### config.mk
export PLATFORM = sky130hd
export DESIGN_NAME = vram_bg_text_fetch
export DESIGN_NICKNAME = d
export VERILOG_FILES = /design/src/rtl/gba_vram_pkg.sv /design/src/rtl/vram_pixel_unpack.sv /design/src/rtl/vram_bg_text_fetch.sv
export SDC_FILE = /design/constraint.sdc
export NUM_CORES = 1
export LEC_CHECK = 0
export CAP_MARGIN = 30
export CORE_MARGIN = 2
export CORE_UTILIZATION = 56
export CTS_BUF_LIST = sky130_fd_sc_hd__clkbuf_8
export CTS_CLUSTER_DIAMETER = 100
export DETAILED_ROUTE_END_ITERATION = 12
export HOLD_SLACK_MARGIN = 0.15
export PLACE_DENSITY = 0.87
export SKIP_CTS_REPAIR_TIMING = 1
export SLEW_MARGIN = 30
export SYNTH_ARGS = -nofsm -noshare
export SYNTH_HDL_FRONTEND = slang
export SYNTH_SLANG_ARGS = --single-unit
### constraint.sdc
create_clock -name clock -period 7.9 [get_ports clock]
set_input_delay 1.185 -clock clock [delete_from_list [all_inputs] [get_ports clock]]
set_output_delay 1.185 -clock clock [all_outputs]
set_load 0.01 [all_outputs]
### src/rtl/gba_vram_pkg.sv
// Shared types and constants for the VRAM background fetch path.
package gba_vram_pkg;

  localparam int MAP_UNIT_BYTES  = 2048;
  localparam int CHAR_UNIT_BYTES = 16384;
  localparam int TILE4_BYTES     = 32;

  typedef struct packed {
    logic [3:0] pal;
    logic       vflip;
    logic       hflip;
    logic [9:0] tile;
  } screen_entry_t;

  typedef enum logic [2:0] {
    IDLE,
    MAP_REQ,
    MAP_WAIT,
    TILE_REQ,
    TILE_WAIT,
    EMIT,
    DONE
  } fetch_state_t;

endpackage

### src/rtl/vram_pixel_unpack.sv
// Picks one pixel out of a fetched tile-row word, honouring hflip and the
// 4bpp/8bpp packing.
module vram_pixel_unpack (
  input  logic [31:0] row_word,
  input  logic [2:0]  fx,
  input  logic        hflip,
  input  logic        mode_8bpp,
  output logic [7:0]  pixel
);

  logic [2:0] n4;
  logic [1:0] n8;

  always_comb begin
    n4 = hflip ? 3'd7 - fx : fx;
    n8 = hflip ? 2'd3 - fx[1:0] : fx[1:0];
    if (mode_8bpp)
      pixel = row_word[{n8, 3'b000} +: 8];
    else
      pixel = {4'd0, row_word[{n4, 2'b00} +: 4]};
  end

endmodule

### src/rtl/vram_bg_text_fetch.sv
// Text-mode BG scanline fetcher: reads map entries and tile rows, streams pixels.
// Define VRAM_FETCH_8BPP_EN to add the color_8bpp port and 8bpp tile support.
module vram_bg_text_fetch
  import gba_vram_pkg::*;
#(
  parameter int LINE_PIXELS = 240,
  parameter int MAP_TILES   = 32
) (
  input  logic        clock,
  input  logic        reset,
  input  logic        start,
  input  logic [7:0]  line_y,
  input  logic [8:0]  scroll_x,
  input  logic [8:0]  scroll_y,
  input  logic [4:0]  map_base,
  input  logic [1:0]  char_base,
`ifdef VRAM_FETCH_8BPP_EN
  input  logic        color_8bpp,
  output logic [7:0]  pix_data,
`else
  output logic [3:0]  pix_data,
`endif
  output logic        vram_rd,
  output logic [13:0] vram_addr,
  input  logic [31:0] vram_q,
  output logic        pix_valid,
  input  logic        pix_ready,
  output logic [3:0]  pix_pal,
  output logic [7:0]  pix_x,
  output logic        busy,
  output logic        done
);

  fetch_state_t  state, state_nxt;
  logic [7:0]    line_y_r, scroll_x_r, scroll_y_r;
  logic [4:0]    map_base_r;
  logic [1:0]    char_base_r;
  logic          mode_r;
  screen_entry_t entry_r;
  logic [31:0]   row_r;
  logic [7:0]    pix_x_r;
  logic [7:0]    py, px;
  logic [4:0]    tx, ty;
  logic [2:0]    fx, fx_nxt, row;
  logic [31:0]   map_byte, tile_byte;
  logic [7:0]    unpack_px;
  logic          accept, last_pix, start_ok;
  logic          unused_bits;

  assign py       = line_y_r + scroll_y_r;
  assign px       = scroll_x_r + pix_x_r;
  assign tx       = px[7:3] & 5'(MAP_TILES - 1);
  assign ty       = py[7:3] & 5'(MAP_TILES - 1);
  assign fx       = px[2:0];
  assign fx_nxt   = fx + 3'd1;
  assign row      = entry_r.vflip ? 3'd7 - py[2:0] : py[2:0];
  assign start_ok = (state == IDLE) && start;
  assign accept   = (state == EMIT) && pix_ready;
  assign last_pix = (pix_x_r == 8'(LINE_PIXELS - 1));
  assign pix_x    = pix_x_r;

  // Byte addresses; the 14-bit word truncation below gives the 64 KB wrap.
  always_comb begin
    map_byte = 32'(map_base_r) * 32'(MAP_UNIT_BYTES)
             + (32'(ty) * 32'(MAP_TILES) + 32'(tx)) * 32'd2;
    if (mode_r)
      tile_byte = 32'(char_base_r) * 32'(CHAR_UNIT_BYTES)
                + 32'(entry_r.tile) * 32'(2 * TILE4_BYTES)
                + 32'(row) * 32'd8 + (fx[2] ? 32'd4 : 32'd0);
    else
      tile_byte = 32'(char_base_r) * 32'(CHAR_UNIT_BYTES)
                + 32'(entry_r.tile) * 32'(TILE4_BYTES)
                + 32'(row) * 32'd4;
  end

  always_ff @(posedge clock) begin
    if (reset)
      state <= IDLE;
    else
      state <= state_nxt;
  end

  always_ff @(posedge clock) begin
    if (reset)
      pix_x_r <= '0;
    else if (start_ok)
      pix_x_r <= '0;
    else if (accept && !last_pix)
      pix_x_r <= pix_x_r + 8'd1;
  end

  // Datapath registers carry no reset; they are always written before use.
  always_ff @(posedge clock) begin
    if (start_ok) begin
      line_y_r    <= line_y;
      scroll_x_r  <= scroll_x[7:0];
      scroll_y_r  <= scroll_y[7:0];
      map_base_r  <= map_base;
      char_base_r <= char_base;
    end
    if (state == MAP_WAIT)
      entry_r <= tx[0] ? vram_q[31:16] : vram_q[15:0];
    if (state == TILE_WAIT)
      row_r <= vram_q;
  end

`ifdef VRAM_FETCH_8BPP_EN
  always_ff @(posedge clock) begin
    if (start_ok)
      mode_r <= color_8bpp;
  end
`else
  assign mode_r = 1'b0;
`endif

  always_comb begin
    state_nxt = state;
    vram_rd   = 1'b0;
    vram_addr = '0;
    pix_valid = 1'b0;
    busy      = 1'b1;
    done      = 1'b0;
    case (state)
      IDLE: begin
        busy = 1'b0;
        if (start)
          state_nxt = MAP_REQ;
      end
      MAP_REQ: begin
        vram_rd   = 1'b1;
        vram_addr = 14'(map_byte >> 2);
        state_nxt = MAP_WAIT;
      end
      MAP_WAIT:  state_nxt = TILE_REQ;
      TILE_REQ: begin
        vram_rd   = 1'b1;
        vram_addr = 14'(tile_byte >> 2);
        state_nxt = TILE_WAIT;
      end
      TILE_WAIT: state_nxt = EMIT;
      EMIT: begin
        pix_valid = 1'b1;
        if (accept) begin
          if (last_pix)
            state_nxt = DONE;
          else if (fx_nxt == 3'd0)
            state_nxt = MAP_REQ;
          else if (mode_r && fx_nxt == 3'd4)
            state_nxt = TILE_REQ;
        end
      end
      DONE: begin
        busy      = 1'b0;
        done      = 1'b1;
        state_nxt = IDLE;
      end
      default: state_nxt = IDLE;
    endcase
  end

  vram_pixel_unpack u_unpack (
    .row_word  (row_r),
    .fx        (fx),
    .hflip     (entry_r.hflip),
    .mode_8bpp (mode_r),
    .pixel     (unpack_px)
  );

`ifdef VRAM_FETCH_8BPP_EN
  assign pix_data = (state == EMIT) ? unpack_px : '0;
  assign pix_pal  = (state == EMIT && !mode_r) ? entry_r.pal : '0;
`else
  assign pix_data = (state == EMIT) ? unpack_px[3:0] : '0;
  assign pix_pal  = (state == EMIT) ? entry_r.pal : '0;
`endif

  assign unused_bits = ^{scroll_x[8], scroll_y[8], unpack_px[7:4]};

endmodule

[Word-level counts from Yosys, hierarchy flattened]
Cells that the tools add are included.
Cells by class
  $add $sub $neg: 10
  equal/unequal tests: 10
  shift-type cells: 1
  mux-type cells: 15
  reduce and logical (&&, ||, !) cells: 10
Operators by type and width (number)
  variable part select 32 x 6 -> 4 bit: 1
  one-hot mux 14 bit (2 select lines): 1
  2-to-1 mux 3 bit: 6
  one-hot mux 3 bit (6 select lines): 1
  adder 16 x 12 -> 16 bit: 1
  adder 16 x 15 -> 16 bit: 1
  adder 16 x 5 -> 16 bit: 1
  adder 8 bit: 2
  2-to-1 mux 16 bit: 1
  adder 10 x 5 -> 11 bit: 1
  equality test 3 bit (second input constant): 3
  adder 8 x 1 -> 8 bit (second input constant): 1
  equality test 8 bit (second input constant): 1
  2-to-1 mux 4 bit: 2
  equality test 3 x 2 -> 1 bit (second input constant): 2
  zero test 3 bit: 2
  OR reduction 2 bit: 3
  subtractor 3 bit (first input constant): 2
  2-to-1 mux 1 bit: 4
  != test 2 bit (second input constant): 2
  adder 3 x 1 -> 3 bit (second input constant): 1
  equality test 3 x 1 -> 1 bit (second input constant): 1
  logical AND 1 bit: 3
  != test 3 bit (second input constant): 1
  other kinds (2): 2
Storage, ports and cells
  register bits: 90
  output and inout bits: 34

[Depth between registers and ports, before layout]
  depth in word-level cells: 7
  depth in mapped cells: 8
  gate-level depth less buffers: 8

[Hierarchy]
From an unflattened synthesis, not the netlist that was laid out.
Unflattened totals
  cell total of the unflattened synthesis: 345
  area total of the unflattened synthesis: 4767.1 µm²
Modules (own cells, without submodules)
  vram_bg_text_fetch: instances 1, cells an instance 283, area each 4046.4 µm², seq. area each 2592.5 µm²
  vram_pixel_unpack: instances 1, cells an instance 62, area each 720.7 µm², seq. area each 0.0 µm²

[Worst setup path after synthesis]
Ideal clock, no wire load.
  path type: input -> register
  start point: input port start
  end point: register pix_x_r[0], in the netlist pix_x[0]
  setup time: 0.115 ns
  arrival time: 5.084 ns
  data required time: 7.785 ns
  path slack: 2.701 ns
  cell stages on the path: 4
  cells stage by stage: nor4b_1 -> or2_2 -> buf_2 -> nor2_1
Between the ends
  word-level cells in the longest chain between the ends: 2
Ends and longest elaborated chain
  start: declaration: RTL line vram_bg_text_fetch.sv:11  | input logic start,
  logical AND 1 bit: RTL line vram_bg_text_fetch.sv:57  | assign start_ok = (state == IDLE) && start;
  OR reduction 2 bit (no line)
  end signal: assignment: RTL line vram_bg_text_fetch.sv:89  | pix_x_r <= pix_x_r + 8'd1;
  end: declaration: RTL line vram_bg_text_fetch.sv:41  | logic [7:0] pix_x_r;
No other way between the ends.
A chain may end at the register's enable or synchronous reset.

[Worst setup path after layout]
  start point: register pix_x_r[0], in the netlist pix_x[0]
  end point: output port pix_data[1]
Between the ends
  word-level cells in the longest chain between the ends: 5
Ends and longest elaborated chain
  adder 8 bit *: RTL line vram_bg_text_fetch.sv:51  | assign px = scroll_x_r + pix_x_r;
  subtractor 3 bit: RTL line vram_pixel_unpack.sv:15  | n4 = hflip ? 3'd7 - fx : fx;
  2-to-1 mux 3 bit *: RTL line vram_pixel_unpack.sv:15
  variable part select 32 x 6 -> 4 bit *: RTL line vram_pixel_unpack.sv:20  | pixel = {4'd0, row_word[{n4, 2'b00} +: 4]};
  2-to-1 mux 4 bit *: RTL line vram_bg_text_fetch.sv:173  | assign pix_data = (state == EMIT) ? unpack_px[3:0] : '0;
  end: declaration: RTL line vram_bg_text_fetch.sv:21  | output logic [3:0] pix_data,
Every way passes the cells marked *; elsewhere a longest branch is shown, timed or not.

==> impl_results.md <==
- MaxCap Viol Count: 0
- Reg2reg path depth: 5
- Critical Path End: pix_data[1]
- # rows: 32
- Cells after Synth: 313
- Worst endpoint data arrival time: 3.44 ns
- Async set-reset flop share out of synthesis: 0%
- CTS tree: done
- Syn Std Cell Area: 4390 um^2
- Fin. max-slew vios: 0
- RSZ-0062 raised after global routing: no
- Xor-xnor portion of the synthesized cell area: 4.62%
- Hold crit path type: reg -> reg
- Reg2reg end: entry_r[1]
- Clk pwr share: 21.4%
- Vias in the first global route: 3025
- Post-placement cell count: 507
- Chip Width: 92.5 um
- Largest net degree at the start of global routing: 36
- ANT nets after route: 0
- Clock slew at reported path FFs: 0.09 ns
- DR iter-0 viols: 164
- P_int: 0.969 mW
- Remaining Overflow, GRT: 0
- Reg2reg start: scroll_x_r[1]
- FF/Latch Area: 2590 um^2
- Seq pwr share: 45.8%
- Die ar.: 8560 um^2
- First-pass GRT wire length: 15000 um
- Worst Setup End Kind: output pin
- Die Ht: 92.5 um
- Adder-cell share of the synthesized area: 5.76%
- Drt first pass iters: 4
- Multi-input gate area: 1730 um^2
- WS Path Type: reg -> out
- Tcrit/Tclk final: 58.5%
- Setup ws final: 3.28 ns
- Worst VDD drop: 0.164 mV
- Clk Tree Root Cell: clkbuf_8
- Nets: 504
- Post-synth EDFFs: 79
- Number of CTS-inserted buffers: 9
- Clock Sinks: 90
- Syn Nets: 401
- Compound-gate portion of the synthesized area: 7.22%
- Post-synthesis sequential area ratio: 59.1%
- Net Sw Power: 0.465 mW
- Worst slew pin tran: 0.890 ns
- R2r setup slk: 5.42 ns
- Final core utilization: 74.5%
- Largest family of logic cells by synthesized area: multiplexers
- Drt wl/cell: 17.8 um
- Post-synthesis cell type count: 47
- Pre-CTS worst setup slack: 3.71 ns
- Final count of negative-setup-slack endpoints: 0
- Final HPWL DP: 6800 um
- LEAKAGE: 2.01 nW
- Top cell type's share of synthesized area: 54.1%
- Yosys top cell by area: edfxtp_1
- P&R area growth vs syn: 29.9%
- Area contributors post-synth: edfxtp_1 54%, dfxtp_1 5.0%, ha_1 4.9%
- Rel. slew slack: 40.3%
- Post-route clock skew: 0.0174 ns
- Fillers: 502
- Switching power share of the total: 32.4%
- Clock buffer depth: 2
- Worst Path Required: 6.71 ns
- Number of I/O pins: 103
- Most used flip-flop cell after synthesis: edfxtp_1
- Non-Filler Instances: 523
- Top post-synthesis cells by count: 79 x edfxtp_1, 27 x nor2_1, 17 x ha_1
- Core Region: 7650 um^2
- H-tree depth: 3
- Combinational share of power: 32.8%
- Drt drc: 0
- Fmax: 216 MHz
- Initial antenna violation count: 0
- N_diodes: 0
- Via density: 5.66
- Initial core utilization: 57.3%
- Count leader, synth: edfxtp_1
- PwrDens: 252 nW/um^2
- CP Launch Point: pix_x[0]
- Share of layout cells above drive strength 1: 9.98%
- Hold_sp: pix_x[7]
- Gpl congestion: 0.798
- Vias: 2961
- Post-synthesis mux area share: 11.2%
- Status: finished, final reports clean
- Fin crit period: 4.62 ns
- Yosys warning count: 0
- Final Hold Violating Endpoints: 0
- Synth Area in Simple Gates: 10.2%
- TNS Setup: 0 ns
- Critical path fanouts, max: 8
- Synthesis-stage register bit count: 90
- Tot GR Track Use: 23.3%
- Clk_lat worst skew: 0.37 ns
- I/O Buffers: 100
- Hold Slack: 0.598 ns
- Syn Area/Cell: 14.0 um^2
- Startpoint types: flop
- Total wire length: 9310 um
[through the flow]
stage | cell area (um^2) | power, mW
after floorplan | 4390 | 0.965
after global placement | 5500 | 1.11
after detailed placement | 5500 | 1.14
after CTS | 5700 | 1.44
after global routing | 5700 | 1.51
final | 5700 | 1.43
[worst min-delay path by stage]
| stage | endpoint | slack (ns) | cells past startpoint |
|---|---|---|---|
| 2_1_floorplan | pix_x[1] | 0.58 | 2 |
| 3_3_place_gp | pix_x[6] | 0.57 | 2 |
| 3_5_place_dp | pix_x[7] | 0.59 | 2 |
| 4_1_cts | pix_x[7] | 0.60 | 2 |
| 5_1_grt | pix_x[7] | 0.63 | 2 |
| 6_report | pix_x[7] | 0.60 | 2 |
[critical path: stages (launching register included)]
cell	delay [ns]
dfxtp_1	0.43
ha_1	0.24
inv_1	0.07
fa_1	0.48
xnor2_1	0.72
mux4_1	0.42
a22o_1	0.25
clkdlybuf4s50_1	0.48
[power by group through the flow]
stage	logic, mW	registers, mW	clock network, mW
floorplan	0.310	0.655	0
global placement	0.450	0.664	0
detailed placement	0.469	0.669	0
CTS	0.472	0.658	0.312
global route	0.510	0.667	0.334
finish	0.471	0.658	0.306
[cell families after synthesis]
logic type / Yosys count
and+or+nand+nor: 86
DFF: 90
muxes: 34
adders and majority gates: 19
xor gates and xnor gates: 21
AOI/OAI and AO/OA: 44
buffers and inverters: 19
[registers in the layout (all words and copies together) (netlist names)]
register and flops:
row_r 32, entry_r 16, line_y_r 8, pix_x 8
scroll_x_r 8, scroll_y_r 8, map_base_r 5, state 3
char_base_r 2
[cell type report]
cell class / instances / share of cell area, %
clock inverter: 7 / 1.21
multi-input combinational: 204 / 30.3
inverter: 7 / 0.461
timing repair buffer: 104 / 18.1
clock buffer: 9 / 2.17
sequential: 90 / 45.5
tap: 102 / 2.24
[cells in the final DEF, fill, tap and decap left out, types with 5 or more instances in the layout]
master           synthesis  layout
nor2_1                  27      27
xnor2_1                 11      11
dfxtp_1                 11      11
clkdlybuf4s50_1          0     100
edfxtp_1                79      79
and3_1                   5       5
and2_1                   6       6
nand2_1                 12      12
clkbuf_8                 0       9
mux4_1                   8       8
xor2_1                   9       9
mux2_2                  16      16
o21ai_0                 10      10
a31oi_1                  5       5
ha_1                    17      17
a211oi_1                 5       5
nor3_1                  10       9
a21oi_1                  5       5
inv_1                    6       6
mux2i_1                 10      10
nor4b_1                  6       5
[routing by layer]
metal	GRT usage, %	share of wire (%)	routed length, um	vias up
met1	28.7	41	3860	1417
met3	6.35	5.5	508	25
met2	38.9	50	4700	98
met4	9.70	2.6	240	0
met5	0	0	0	-
li1	-	-	-	1421
Power figures use the tool's default switching activity.
